--- config.mk ---
export PLATFORM = sky130hd
export DESIGN_NAME = uart_tx
export DESIGN_NICKNAME = d
export VERILOG_FILES = /design/src/rtl/uart_tx.sv
export SDC_FILE = /design/constraint.sdc
export NUM_CORES = 1
export LEC_CHECK = 0
export CORE_AREA = 3 3 66 68
export CTS_CLUSTER_DIAMETER = 50
export DETAILED_ROUTE_END_ITERATION = 10
export DIE_AREA = 0 0 69 71
export PLACE_DENSITY = 0.74
export SYNTH_ARGS = -nofsm -noshare
export SYNTH_HDL_FRONTEND = slang
export SYNTH_SLANG_ARGS = --single-unit
export TNS_END_PERCENT = 50
--- constraint.sdc ---
create_clock -name sys_clk -period 4 [get_ports sys_clk]
set_clock_uncertainty 0.05 [all_clocks]
set_input_delay 0.8 -clock sys_clk [delete_from_list [all_inputs] [get_ports sys_clk]]
set_output_delay 0.8 -clock sys_clk [all_outputs]
set_load 0.03 [all_outputs]
--- src/rtl/uart_tx.sv ---
// ----------------------------------------------------------------------------
// uart_tx -- serial UART transmitter, 8N1 frames, LSB first.
//
// A one-entry holding register sits in front of the shift register, so the
// producer can hand over the next byte while the current frame is still
// shifting out. When a byte is waiting at the last cycle of a stop bit, the
// next start bit follows with no idle gap.
//
// Optional feature: define UART_TX_PARITY_EN to insert an even-parity bit
// between the data bits and the stop bit (8E1, 11-bit frames). If the macro
// is left undefined, the design builds as plain 8N1 with no parity logic.
//
// Parameters:
//   CLKS_PER_BIT  sys_clk cycles per serial bit (>= 2)
//
// Ports:
//   sys_clk   in   system clock, all logic on its rising edge
//   rst       in   synchronous reset, active low
//   tx_data   in   [7:0] byte to send, sampled on handshake
//   tx_valid  in   producer has a byte
//   tx_ready  out  holding register empty; accepted when tx_valid && tx_ready
//   TX        out  serial line, registered, idles high
//   busy      out  frame in flight or holding register full
// ----------------------------------------------------------------------------
module uart_tx #(
    parameter int CLKS_PER_BIT = 868
) (
    input  logic       sys_clk,
    input  logic       rst,
    input  logic [7:0] tx_data,
    input  logic       tx_valid,
    output logic       tx_ready,
    output logic       TX,
    output logic       busy
);

    localparam int CNT_W = (CLKS_PER_BIT > 1) ? $clog2(CLKS_PER_BIT) : 1;
    localparam logic [CNT_W-1:0] BAUD_LAST = CNT_W'(CLKS_PER_BIT - 1);

    localparam logic [2:0] IDLE   = 3'd0;
    localparam logic [2:0] START  = 3'd1;
    localparam logic [2:0] DATA   = 3'd2;
`ifdef UART_TX_PARITY_EN
    localparam logic [2:0] PARITY = 3'd3;
`endif
    localparam logic [2:0] STOP   = 3'd4;

    logic [2:0]       state;
    logic [CNT_W-1:0] baud_cnt;
    logic [2:0]       bit_cnt;
    logic [7:0]       shift_reg;
    logic [7:0]       hold_reg;
    logic             hold_valid;
`ifdef UART_TX_PARITY_EN
    logic             parity_bit;
`endif

    logic bit_done;
    logic accept;
    logic load;

    assign tx_ready = !hold_valid;
    assign busy     = (state != IDLE) || hold_valid;
    assign bit_done = (baud_cnt == BAUD_LAST);
    assign accept   = tx_valid && !hold_valid;

    // The holding register drains into the shifter either from idle or at the
    // final cycle of a stop bit (back-to-back frames). Because a load only
    // happens while hold_valid is set, tx_ready is low in that cycle and a new
    // acceptance can never coincide with it.
    always_comb begin
        load = 1'b0;
        if (hold_valid) begin
            if (state == IDLE)
                load = 1'b1;
            else if (state == STOP && bit_done)
                load = 1'b1;
        end
    end

    always_ff @(posedge sys_clk) begin
        if (!rst) begin
            state      <= IDLE;
            baud_cnt   <= '0;
            bit_cnt    <= '0;
            shift_reg  <= '0;
            hold_reg   <= '0;
            hold_valid <= 1'b0;
            TX         <= 1'b1;
`ifdef UART_TX_PARITY_EN
            parity_bit <= 1'b0;
`endif
        end else begin
            // Holding register
            if (accept) begin
                hold_reg   <= tx_data;
                hold_valid <= 1'b1;
            end else if (load) begin
                hold_valid <= 1'b0;
            end

            // Baud counter runs in every non-idle state and wraps per bit
            if (state != IDLE) begin
                if (bit_done)
                    baud_cnt <= '0;
                else
                    baud_cnt <= baud_cnt + 1'b1;
            end

            case (state)
                IDLE: begin
                    TX <= 1'b1;
                end

                START: begin
                    if (bit_done) begin
                        state   <= DATA;
                        bit_cnt <= '0;
                        TX      <= shift_reg[0];
                    end
                end

                DATA: begin
                    if (bit_done) begin
                        if (bit_cnt == 3'd7) begin
`ifdef UART_TX_PARITY_EN
                            state <= PARITY;
                            TX    <= parity_bit;
`else
                            state <= STOP;
                            TX    <= 1'b1;
`endif
                        end else begin
                            // TX is registered, so drive the bit that will be
                            // at position 0 after this shift.
                            shift_reg <= shift_reg >> 1;
                            TX        <= shift_reg[1];
                            bit_cnt   <= bit_cnt + 3'd1;
                        end
                    end
                end

`ifdef UART_TX_PARITY_EN
                PARITY: begin
                    if (bit_done) begin
                        state <= STOP;
                        TX    <= 1'b1;
                    end
                end
`endif

                STOP: begin
                    if (bit_done) begin
                        state <= IDLE;
                        TX    <= 1'b1;
                    end
                end

                default: begin
                    state <= IDLE;
                    TX    <= 1'b1;
                end
            endcase

            // A load overrides the idle/stop handling above: it is the only
            // path into START, whether from idle or straight out of a stop bit.
            if (load) begin
                shift_reg <= hold_reg;
                state     <= START;
                baud_cnt  <= '0;
                TX        <= 1'b0;
`ifdef UART_TX_PARITY_EN
                parity_bit <= ^hold_reg;
`endif
            end
        end
    end

endmodule

# --- Word-level counts from Yosys, hierarchy flattened ---
# Index checks and enable logic that the tools add are counted.
totals:
  out_inout_bits: 3
  register_bits: 34
  romBits: 0
  mem_bits_rw: 0
  input_bits: 11
  mem_count: 0
  latchBits: 0
op_classes:
  magnitude_cmp: 0
  div_mod_pow: 0
  n_eq_ne: 16
  n_bitwise: 2
  muxes: 25
  n_mul: 0
  add_sub_neg: 2
  reduce_logical: 16
  shift: 0
ops:
  columns: ["op", "count"]
  rows:
  - ["8-bit 2-to-1 mux", 4]
  - ["3-bit 2-to-1 mux", 6]
  - ["2-bit inequality test (second input constant)", 7]
  - ["3-bit inequality test (second input constant)", 4]
  - ["3-bit case mux with 4 select lines", 1]
  - ["1-bit 2-to-1 mux", 11]
  - ["10-bit by 1-bit adder with 10-bit output (second input constant)", 1]
  - ["10-bit equality test (second input constant)", 1]
  - ["10-bit 2-to-1 mux", 1]
  - ["5-bit AND reduction", 2]
  - ["2-bit nonzero test", 4]
  - ["3-bit equality test (second input constant)", 2]
  - ["3-bit case mux with 2 select lines", 1]
  - ["3-bit AND reduction", 2]
  - ["4-bit AND reduction", 1]
  - ["3-bit by 1-bit adder with 3-bit output (second input constant)", 1]
  - ["3-bit by 1-bit equality test with 1-bit output (second input constant)", 1]
  - ["3-bit by 2-bit equality test with 1-bit output (second input constant)", 1]
  - ["3-bit logical NOT", 1]
  - ["1-bit case mux with 3 select lines", 1]
  - ["3-bit nonzero test", 1]
  - ["1-bit logical AND", 2]
  - ["1-bit NOT", 2]
  - ["2-bit OR reduction", 1]
  - ["other kinds (2)", 2]

# --- Longest topological paths before layout ---
# Gate-level depths: netlist of the first run.
depth:
  ltp_word: 7
  mapped_depth: 6

# --- Least setup slack after synthesis of the first run ---
# No wires, ideal clock.
synth_timing:
  path_type: "register to output"
  from: "reg state[0]"
  to: "out busy"
  arrival_ps: 1029
  path_slack_ps: 2121
  required_ps: 3150
  path_buffers: 2
  path_stages_with_launch: 5
  path_cell_list: "dfxtp_1 > buf_2 > buf_2 > nor3_1 > nand2_1"
synth_between:
  elab_chain_cells: 2
synth_rtl:
  columns: ["item", "line", "source"]
  rows:
  - ["start: declaration", "48", "logic [2:0] state;"]
  - ["start signal: assignment", "83", "state <= IDLE;"]
  - ["start signal: assignment", "117", "state <= DATA;"]
  - ["start signal: assignment", "130", "state <= STOP;"]
  - ["3-bit nonzero test", "63", "assign busy = (state != IDLE) || hold_valid;"]
  - ["1-bit logical OR", "63", null]
  - ["end: declaration", "34", "output logic busy"]
# Every way passes these cells.

# --- Worst setup path after layout of the first run ---
# Ends and elaborated chain as after synthesis.

==> impl_results.rst, run 1 <==
.. list-table::
   :header-rows: 1

   * - Metric
     - Value
   * - FFs w/ async S/R, synth
     - 0
   * - WP data required
     - 3150 ps
   * - Number of levels the H-tree was split into
     - 2
   * - Proportion of layout cells with a drive suffix above 1
     - 0.117
   * - Flops & latches, synth
     - 34
   * - Total of warnings raised by yosys
     - 0
   * - Routability-driven placement congestion ratio
     - 0.773
   * - Dominant synthesized flop cell
     - sky130_fd_sc_hd__dfxtp_1
   * - Run status
     - completed
   * - Maximum fanout along the worst path
     - 18
   * - Post-cts hold buffer count
     - 0
   * - Number of detailed-routing iterations run before antenna repair
     - 4
   * - # resized after CTS
     - 0
   * - HPWL after detailed placement
     - 2180 um
   * - Sum of negative setup slack
     - 0 ps
   * - Dominant cell by count in the synthesized netlist
     - sky130_fd_sc_hd__dfxtp_1
   * - Number of clock buffers inserted by TritonCTS
     - 5
   * - Count of vias placed by the detailed router
     - 1284
   * - Post-DP Area
     - 1850 sq um
   * - CTS sink count
     - 34
   * - DRC violation total after the first TritonRoute iteration
     - 42
   * - Worst-skew pair later-pin latency
     - 290 ps
   * - Maximum single-stage delay on the critical path
     - 700 ps
   * - Number of stages on the worst hold path
     - 2
   * - Max_cap viols
     - 0
   * - Final Cell Area
     - 1950 sq um
   * - Number of hold violations in the final report
     - 0
   * - Post-DRT Antenna Nets
     - 0
   * - Clock-pin slew reported for the worst setup and hold paths after clock tree synthesis
     - 70 ps
   * - Standby leakage power
     - 0.744 nW
   * - Largest register FFs
     - 10
   * - Synth top area share
     - 0.395
   * - Series of cell instances along the critical path
     - nor3_1 -> nand2_1 -> clkdlybuf4s50_1
   * - Simple-gate share of the synthesized area
     - 0.229
   * - Post-CTS setup-driven buffer insertion count
     - 0
   * - Xor and xnor fraction of the mapped netlist area
     - 0.0458
   * - Total of buffers placed on input and output ports
     - 13
   * - Root Buffer Master
     - sky130_fd_sc_hd__clkbuf_8
   * - Hold_ws
     - 421 ps
   * - Fillers
     - 396
   * - Seq/Total Area, Yosys
     - 0.395
   * - Clock tree from TritonCTS
     - built
   * - Number of enable flip-flop cells after synthesis
     - 0
   * - Height of the die
     - 71 um
   * - Unrepaired setup endpoints after global routing
     - false
   * - Synth Area in Adders
     - 0.0218
   * - Element type at the critical path start
     - flop
   * - Hold crit path type
     - flop to flop
   * - Core Area
     - 3910 sq um
   * - Top cells by area, synth
     - sky130_fd_sc_hd__dfxtp_1, sky130_fd_sc_hd__mux2i_1, sky130_fd_sc_hd__o31ai_1, sky130_fd_sc_hd__nor2b_1, sky130_fd_sc_hd__nor2_1
   * - Pin slew with the least headroom to its limit
     - 882 ps
   * - Multiplexer share of the synthesized area
     - 0.105
   * - Number of max-slew violations in the final report
     - 0
   * - Critical setup path kind
     - flop to output port
   * - Non-filler cells in the finished layout
     - 238
   * - Wire length reported by the detailed router
     - 3110 um
   * - Initial antenna violation count
     - 0
   * - Final routed wire length divided by cell count
     - 13.1 um
   * - Effective utilization at floorplan
     - 0.440
   * - Number of cells on the worst reg-to-reg path
     - 6
   * - Layout Area Growth over Synthesis
     - 12.9%
   * - Pre-CTS setup slack
     - 1500 ps
   * - F_max
     - 365 MHz
   * - Fin nets
     - 201
   * - Crit path time final
     - 2740 ps
   * - Power Density
     - 365 nW/um^2
   * - Syn Area/Cell
     - 9.68 sq um
   * - Slowest cell on the critical path
     - sky130_fd_sc_hd__dfxtp_1
   * - Syn Nets
     - 192
   * - Unique masters post-synth
     - 49
   * - Share of the core filled with cells
     - 0.497
   * - Fraction of the mapped netlist area in compound gates
     - 0.155
   * - Part of the cycle the worst path needs
     - 0.684
   * - Die Width
     - 69 um
   * - Via count of the first global-routing pass
     - 1203
   * - Post-route total power
     - 0.711 mW
   * - I/O pin cnt
     - 14
   * - Worst VDD drop
     - 0.000272 V
   * - Top cells by instance count after synthesis
     - sky130_fd_sc_hd__dfxtp_1, sky130_fd_sc_hd__mux2i_1, sky130_fd_sc_hd__nor2_1
   * - Signal arrival time at the worst endpoint
     - 1890 ps
   * - Combined area of all synthesized cells
     - 1720 sq um
   * - Post-synthesis cell count
     - 178
   * - GRT Residual Overflow
     - 0
   * - Rows
     - 23
   * - Average via count per standard cell
     - 5.39
   * - Global-route wire length before repair
     - 5580 um
   * - Headroom to the max-slew limit
     - 0.411
   * - Capturing element type of the critical path
     - output port
   * - DRC violations left
     - 0
   * - Cell taking the most area after synthesis
     - sky130_fd_sc_hd__dfxtp_1
   * - Largest family of logic cells by synthesized area
     - simple AND/OR/NAND/NOR gates
   * - Antenna cells
     - 0
   * - Deepest clock path buffer count
     - 2
   * - Die outline area
     - 4900 sq um
   * - GRT Total Usage
     - 0.139
   * - Final Worst Setup Slack
     - 1260 ps
   * - Pin count of the biggest net entering global routing
     - 25
   * - Count of endpoints failing setup in the final report
     - 0
   * - Number of placed instances with taps included
     - 230
-- routing by layer --
layer | vias up | part of all wire | global-route usage
met5 | - | 0 | 0
met4 | 0 | 0.017 | 0.0542
met3 | 4 | 0.035 | 0.0440
met2 | 18 | 0.47 | 0.219
met1 | 610 | 0.48 | 0.177
li1 | 652 | - | -
-- critical path, delay by kind of cell (launching register included) --
family / cells / cell delay (ps)
DFF: 1 / 700
buffers and inverters: 1 / 660
and+or+nand+nor: 2 / 240
-- layout make-up --
class | count | area [sq um] | area share
multi-input combinational | 127 | 958 | 0.493
sequential | 34 | 681 | 0.350
timing repair buffer | 13 | 130 | 0.0669
clock buffer | 7 | 86.3 | 0.0444
tap | 50 | 62.6 | 0.0322
inverter | 6 | 22.5 | 0.0116
clock inverter | 1 | 5.00 | 0.00257
-- path summary, 6_finish.rpt --
check                               endpoint  slack, ps       start
worst max-delay path                    busy       1260    state[0]
worst min-delay path              bit_cnt[2]        420  bit_cnt[2]
worst min register to register    bit_cnt[2]        420  bit_cnt[2]
worst max register to register  shift_reg[5]       2080  bit_cnt[0]
-- power by group --
group	internal [mW]	switching, mW	total, mW
clock	0.139	0.121	0.259
combinational	0.0410	0.0415	0.0825
sequential	0.355	0.0140	0.369
total	0.535	0.176	0.711
-- cell families after synthesis --
| group | count (synthesis) |
|---|---|
| xor gates and xnor gates | 9 |
| and+or+nand+nor | 63 |
| buffers and inverters | 17 |
| muxes | 18 |
| adders and majority gates | 3 |
| DFF | 34 |
| AOI/OAI and AO/OA | 34 |
-- cell usage in the layout (no fill, tap or decap), types with 6 or more instances in the layout --
cell type and count:
sky130_fd_sc_hd__nor2b_1 9, sky130_fd_sc_hd__nor2_1 14, sky130_fd_sc_hd__o31ai_1 8, sky130_fd_sc_hd__nand2_1 11
sky130_fd_sc_hd__nor3_1 6, sky130_fd_sc_hd__xnor2_1 6, sky130_fd_sc_hd__clkbuf_8 6, sky130_fd_sc_hd__clkdlybuf4s50_1 13
sky130_fd_sc_hd__a21oi_1 9, sky130_fd_sc_hd__inv_1 6, sky130_fd_sc_hd__mux2i_1 18, sky130_fd_sc_hd__dfxtp_1 34
Note: power is estimated with default switching activity, not from simulation.
==> inputs of run 2 (changes only) <==
- clock period: 4 -> 2.8 ns (I/O delays scaled with it)
==> impl_results.rst, run 2 (synthesized netlist as in run 1, its figures left out) <==
.. list-table::
   :header-rows: 1

   * - Metric
     - Value
   * - Power Density
     - 592 nW/um^2 (was 365 nW/um^2)
   * - Largest register FFs
     - 10 (unchanged)
   * - M3 GR Usage
     - 0.0341 (was 0.0440)
   * - Fraction of met2 tracks used by global routing
     - 0.209 (was 0.219)
   * - DRC violations left
     - 0 (unchanged)
   * - Global-route wire length before repair
     - 5290 um (was 5580 um)
   * - Capturing element type of the critical path
     - output port (unchanged)
   * - Most common library cell in the layout ignoring fill and taps
     - sky130_fd_sc_hd__dfxtp_1 (unchanged)
   * - Most used cells in the layout excluding fill and tap cells
     - sky130_fd_sc_hd__dfxtp_1, sky130_fd_sc_hd__mux2i_1, sky130_fd_sc_hd__nor2_1, sky130_fd_sc_hd__clkdlybuf4s50_1, sky130_fd_sc_hd__nand2_1 (unchanged)
   * - GRT Total Usage
     - 0.131 (was 0.139)
   * - Effective utilization at floorplan
     - 0.440 (unchanged)
   * - Number of levels the H-tree was split into
     - 2 (unchanged)
   * - Signal arrival time at the worst endpoint
     - 1820 ps (was 1890 ps)
   * - Worst-skew pair later-pin latency
     - 290 ps (about the same)
   * - Critical setup path kind
     - flop to output port (unchanged)
   * - Die Width
     - 69 um (unchanged)
   * - F_max
     - 412 MHz
   * - Max_cap viols
     - 0 (unchanged)
   * - Average via count per standard cell
     - 5.29 (was 5.39)
   * - Busiest metal layer after global routing
     - met2 (unchanged)
   * - Headroom to the max-slew limit
     - 0.550 (was 0.411)
   * - Number of detailed-routing iterations run before antenna repair
     - 4 (unchanged)
   * - Count of vias placed by the detailed router
     - 1274 (was 1284)
   * - Unrepaired setup endpoints after global routing
     - false (unchanged)
   * - CTS sink count
     - 34 (unchanged)
   * - Number of hold violations in the final report
     - 0 (unchanged)
   * - Pin slew with the least headroom to its limit
     - 667 ps (was 882 ps)
   * - Fin nets
     - 204 (was 201)
   * - Height of the die
     - 71 um (unchanged)
   * - # resized after CTS
     - 0 (unchanged)
   * - Clock tree from TritonCTS
     - built (unchanged)
   * - Total of buffers placed on input and output ports
     - 13 (unchanged)
   * - Maximum fanout along the worst path
     - 17 (was 18)
   * - Share of the core filled with cells
     - 0.515 (was 0.497)
   * - Wire length reported by the detailed router
     - 3060 um (was 3110 um)
   * - Proportion of layout cells with a drive suffix above 1
     - 0.136 (was 0.117)
   * - Hold crit path type
     - flop to flop (unchanged)
   * - Clock-pin slew reported for the worst setup and hold paths after clock tree synthesis
     - 80 ps (was 70 ps)
   * - Deepest clock path buffer count
     - 2 (unchanged)
   * - Number of max-slew violations in the final report
     - 0 (unchanged)
   * - GRT met1 Usage
     - 0.173 (was 0.177)
   * - HPWL after detailed placement
     - 2200 um (was 2180 um)
   * - DRC violation total after the first TritonRoute iteration
     - 62 (was 42)
   * - Pin count of the biggest net entering global routing
     - 18 (was 25)
   * - Worst VDD drop
     - 0.000368 V (was 0.000272 V)
   * - Post-cts hold buffer count
     - 0 (unchanged)
   * - Sum of negative setup slack
     - 0 ps (unchanged)
   * - Standby leakage power
     - 0.779 nW (was 0.744 nW)
   * - Count of endpoints failing setup in the final report
     - 0 (unchanged)
   * - Rows
     - 23 (unchanged)
   * - Core Area
     - 3910 sq um (unchanged)
   * - FF-to-FF setup slack
     - 900 ps (was 2080 ps)
   * - I/O pin cnt
     - 14 (unchanged)
   * - Final routed wire length divided by cell count
     - 12.7 um (was 13.1 um)
   * - Post-CTS setup-driven buffer insertion count
     - 0 (unchanged)
   * - Antenna cells
     - 0 (unchanged)
   * - Part of the cycle the worst path needs
     - 0.868
   * - Routability-driven placement congestion ratio
     - 0.815 (was 0.773)
   * - Element type at the critical path start
     - flop (unchanged)
   * - Crit path time final
     - 2430 ps
   * - Via count of the first global-routing pass
     - 1109 (was 1203)
   * - Initial antenna violation count
     - 0 (unchanged)
   * - WP data required
     - 2190 ps (was 3150 ps)
   * - GRT Residual Overflow
     - 0 (unchanged)
   * - Post-DRT Antenna Nets
     - 0 (unchanged)
   * - Layout Area Growth over Synthesis
     - 16.9% (was 12.9%)
   * - Root Buffer Master
     - sky130_fd_sc_hd__clkbuf_8 (unchanged)
   * - Die outline area
     - 4900 sq um (unchanged)
   * - Run status
     - completed (unchanged)
   * - Number of clock buffers inserted by TritonCTS
     - 5 (unchanged)
run 2: per-stage QoR:
step	instances	total power, mW	hold slack [ps]	instance area, sq um	worst slack [ps]
3_5_place_dp	233	0.661	430	1880	682
6_report	241	1.19	429	2010	370
5_1_grt	241	1.24	458	2010	258
2_1_floorplan	178	0.618	392	1720	1070
4_1_cts	241	1.20	441	2010	371
3_3_place_gp	233	0.659	401	1880	698
run 2: per-layer routing:
layer,part of all wire,vias to the layer above,wire length (um)
met5,0,-,0
met3,0.030,6,92
met1,0.49,590,1500
li1,-,661,-
met4,0.014,0,43
met2,0.47,17,1430
run 2: final cells by class:
| cell class | instances | area (sq um) |
|---|---|---|
| clock buffer | 5 | 68.8 |
| clock inverter | 3 | 68.8 |
| fill | 394 | 1900 |
| inverter | 6 | 22.5 |
| multi-input combinational | 127 | 958 |
| sequential | 34 | 681 |
| tap | 50 | 62.6 |
| timing repair buffer | 16 | 153 |
run 2: critical path: stages (launching register included):
cell and delay (ps):
sky130_fd_sc_hd__dfxtp_1 660, sky130_fd_sc_hd__nor3_1 120, sky130_fd_sc_hd__nand2_1 90, sky130_fd_sc_hd__clkdlybuf4s50_1 660
run 2: where the power goes:
part | leakage [nW] | internal, mW | switching (mW)
Combinational | 0.433 | 0.0620 | 0.0651
Clock | 0.0683 | 0.357 | 0.186
Sequential | 0.277 | 0.507 | 0.0150
run 2: worst paths after layout:
path | startpoint | to | cells after the start
hold reg to reg | bit_cnt[1] | bit_cnt[1] | 2
hold / removal | bit_cnt[1] | bit_cnt[1] | 2
setup reg to reg | bit_cnt[0] | shift_reg[1] | 6
setup / recovery | state[1] | busy | 3
==> inputs of run 3 (changes only) <==
- SKIP_CTS_REPAIR_TIMING: unset -> 1
- clock period: 2.8 -> 2.7 ns (I/O delays scaled with it)
==> impl_results.rst, run 3 (synthesized netlist as in run 1, its figures left out) <==
.. list-table::
   :header-rows: 1

   * - Metric
     - Value
   * - HPWL after detailed placement
     - 2230 um (was 2200 um)
   * - Die Width
     - 69 um (unchanged)
   * - Element type at the critical path start
     - flop (unchanged)
   * - Number of clock buffers inserted by TritonCTS
     - 5 (unchanged)
   * - GRT Residual Overflow
     - 0 (unchanged)
   * - Part of the cycle the worst path needs
     - 0.894
   * - Largest register FFs
     - 10 (unchanged)
   * - Total of buffers placed on input and output ports
     - 13 (unchanged)
   * - Pin count of the biggest net entering global routing
     - 18 (unchanged)
   * - Rows
     - 23 (unchanged)
   * - Initial antenna violation count
     - 0 (unchanged)
   * - Final Worst Setup Slack
     - 285 ps (was 370 ps)
   * - Clock-pin slew reported for the worst setup and hold paths after clock tree synthesis
     - 60 ps (was 80 ps)
   * - Sum of negative setup slack
     - 0 ps (unchanged)
   * - Run status
     - completed (unchanged)
   * - Number of levels the H-tree was split into
     - 2 (unchanged)
   * - Post-DRT Antenna Nets
     - 0 (unchanged)
   * - Global-route wire length before repair
     - 5440 um (was 5290 um)
   * - Area occupied by registers
     - 681 sq um (unchanged)
   * - DRC violations left
     - 0 (unchanged)
   * - Effective utilization at floorplan
     - 0.440 (unchanged)
   * - WP data required
     - 2110 ps (was 2190 ps)
   * - Most used cells in the layout excluding fill and tap cells
     - sky130_fd_sc_hd__dfxtp_1, sky130_fd_sc_hd__mux2i_1, sky130_fd_sc_hd__nor2_1, sky130_fd_sc_hd__clkdlybuf4s50_1, sky130_fd_sc_hd__nand2_1 (unchanged)
   * - Average via count per standard cell
     - 5.29 (about the same)
   * - Headroom to the max-slew limit
     - 0.515 (was 0.550)
   * - Unrepaired setup endpoints after global routing
     - false (unchanged)
   * - F_max
     - 414 MHz
   * - Number of hold violations in the final report
     - 0 (unchanged)
   * - Number of detailed-routing iterations run before antenna repair
     - 4 (unchanged)
   * - Core Area
     - 3910 sq um (unchanged)
   * - Maximum single-stage delay on the critical path
     - 670 ps (was 660 ps)
   * - Die outline area
     - 4900 sq um (unchanged)
   * - Post-route total power
     - 1.06 mW (was 1.19 mW)
   * - Final routed wire length divided by cell count
     - 13.3 um (was 12.7 um)
   * - Crit path time final
     - 2410 ps
   * - GRT Total Usage
     - 0.136 (was 0.131)
   * - Slowest cell on the critical path
     - sky130_fd_sc_hd__dfxtp_1 (unchanged)
   * - Area of combinational cells with multiple inputs
     - 958 sq um (unchanged)
   * - Critical setup path kind
     - flop to output port (unchanged)
   * - Pre-CTS setup slack
     - 593 ps (was 682 ps)
   * - Worst-skew pair later-pin latency
     - 280 ps (was 290 ps)
   * - Non-filler cells in the finished layout
     - 241 (unchanged)
   * - Count of endpoints failing setup in the final report
     - 0 (unchanged)
   * - Maximum fanout along the worst path
     - 17 (unchanged)
   * - Number of max-slew violations in the final report
     - 0 (unchanged)
   * - Pin slew with the least headroom to its limit
     - 719 ps (was 667 ps)
   * - Root Buffer Master
     - sky130_fd_sc_hd__clkbuf_8 (unchanged)
   * - Fillers
     - 399 (was 394)
   * - I/O pin cnt
     - 14 (unchanged)
   * - Layout Area Growth over Synthesis
     - 14.2% (was 16.9%)
   * - Number of placed instances with taps included
     - 233 (unchanged)
   * - DRC violation total after the first TritonRoute iteration
     - 42 (was 62)
   * - Power Density
     - 538 nW/um^2 (was 592 nW/um^2)
   * - Hold crit path type
     - flop to flop (unchanged)
   * - Most common library cell in the layout ignoring fill and taps
     - sky130_fd_sc_hd__dfxtp_1 (unchanged)
   * - Fin nets
     - 204 (unchanged)
   * - Proportion of layout cells with a drive suffix above 1
     - 0.131 (was 0.136)
   * - Max_cap viols
     - 0 (unchanged)
   * - CTS sink count
     - 34 (unchanged)
   * - Routability-driven placement congestion ratio
     - 0.794 (was 0.815)
   * - Series of cell instances along the critical path
     - nor3_1 -> nand2_1 -> clkdlybuf4s50_1 (unchanged)
   * - Clock tree from TritonCTS
     - built (unchanged)
   * - Deepest clock path buffer count
     - 2 (unchanged)
   * - Standby leakage power
     - 0.759 nW (was 0.779 nW)
   * - Antenna cells
     - 0 (unchanged)
   * - Via count of the first global-routing pass
     - 1187 (was 1109)
   * - Height of the die
     - 71 um (unchanged)
   * - Signal arrival time at the worst endpoint
     - 1820 ps (about the same)
   * - Worst VDD drop
     - 0.000367 V (was 0.000368 V)
   * - Wire length reported by the detailed router
     - 3200 um (was 3060 um)
   * - Count of vias placed by the detailed router
     - 1275 (was 1274)
   * - Capturing element type of the critical path
     - output port (unchanged)
[run 3: final cells by class]
cell class                      instances  area share
Clock buffer                            7      0.0439
Clock inverter                          1     0.00254
Timing Repair Buffer                   16      0.0776
Inverter                                6      0.0114
Multi-Input combinational cell        127       0.487
Tap cell                               50      0.0318
Sequential cell                        34       0.346
[run 3: stage by stage]
| step | utilization | area [sq um] | hold WS [ps] |
|---|---|---|---|
| after floorplan | - | 1720 | 392 |
| after global placement | 0.480 | 1880 | 400 |
| after detailed placement | 0.480 | 1880 | 414 |
| after CTS | 0.503 | 1970 | 423 |
| after global routing | 0.503 | 1970 | 448 |
| final | 0.503 | 1970 | 422 |
[run 3: power breakdown]
group          switching (mW)  total, mW  internal, mW
clock                   0.180      0.385         0.206
combinational          0.0682      0.133        0.0643
sequential             0.0150      0.541         0.526
total                   0.263       1.06         0.796
[run 3: worst max-delay path: cells and delay by family, from the launching register on]
family,cells,cell delay [ps]
DFF,1,670
buffers and inverters,1,660
and+or+nand+nor,2,210
[run 3: worst paths after layout]
check | from | end | slack [ps] | cells past startpoint
worst max-delay path | state[1] | busy | 290 | 3
worst min-delay path | bit_cnt[2] | bit_cnt[2] | 420 | 2
worst max register to register | bit_cnt[0] | shift_reg[2] | 770 | 6
worst min register to register | bit_cnt[2] | bit_cnt[2] | 420 | 2
[run 3: routing by layer]
| layer | wire length, um | global-route usage |
|---|---|---|
| met5 | 0 | 0 |
| met4 | 56 | 0.0586 |
| met3 | 91 | 0.0341 |
| met2 | 1470 | 0.228 |
| met1 | 1580 | 0.165 |
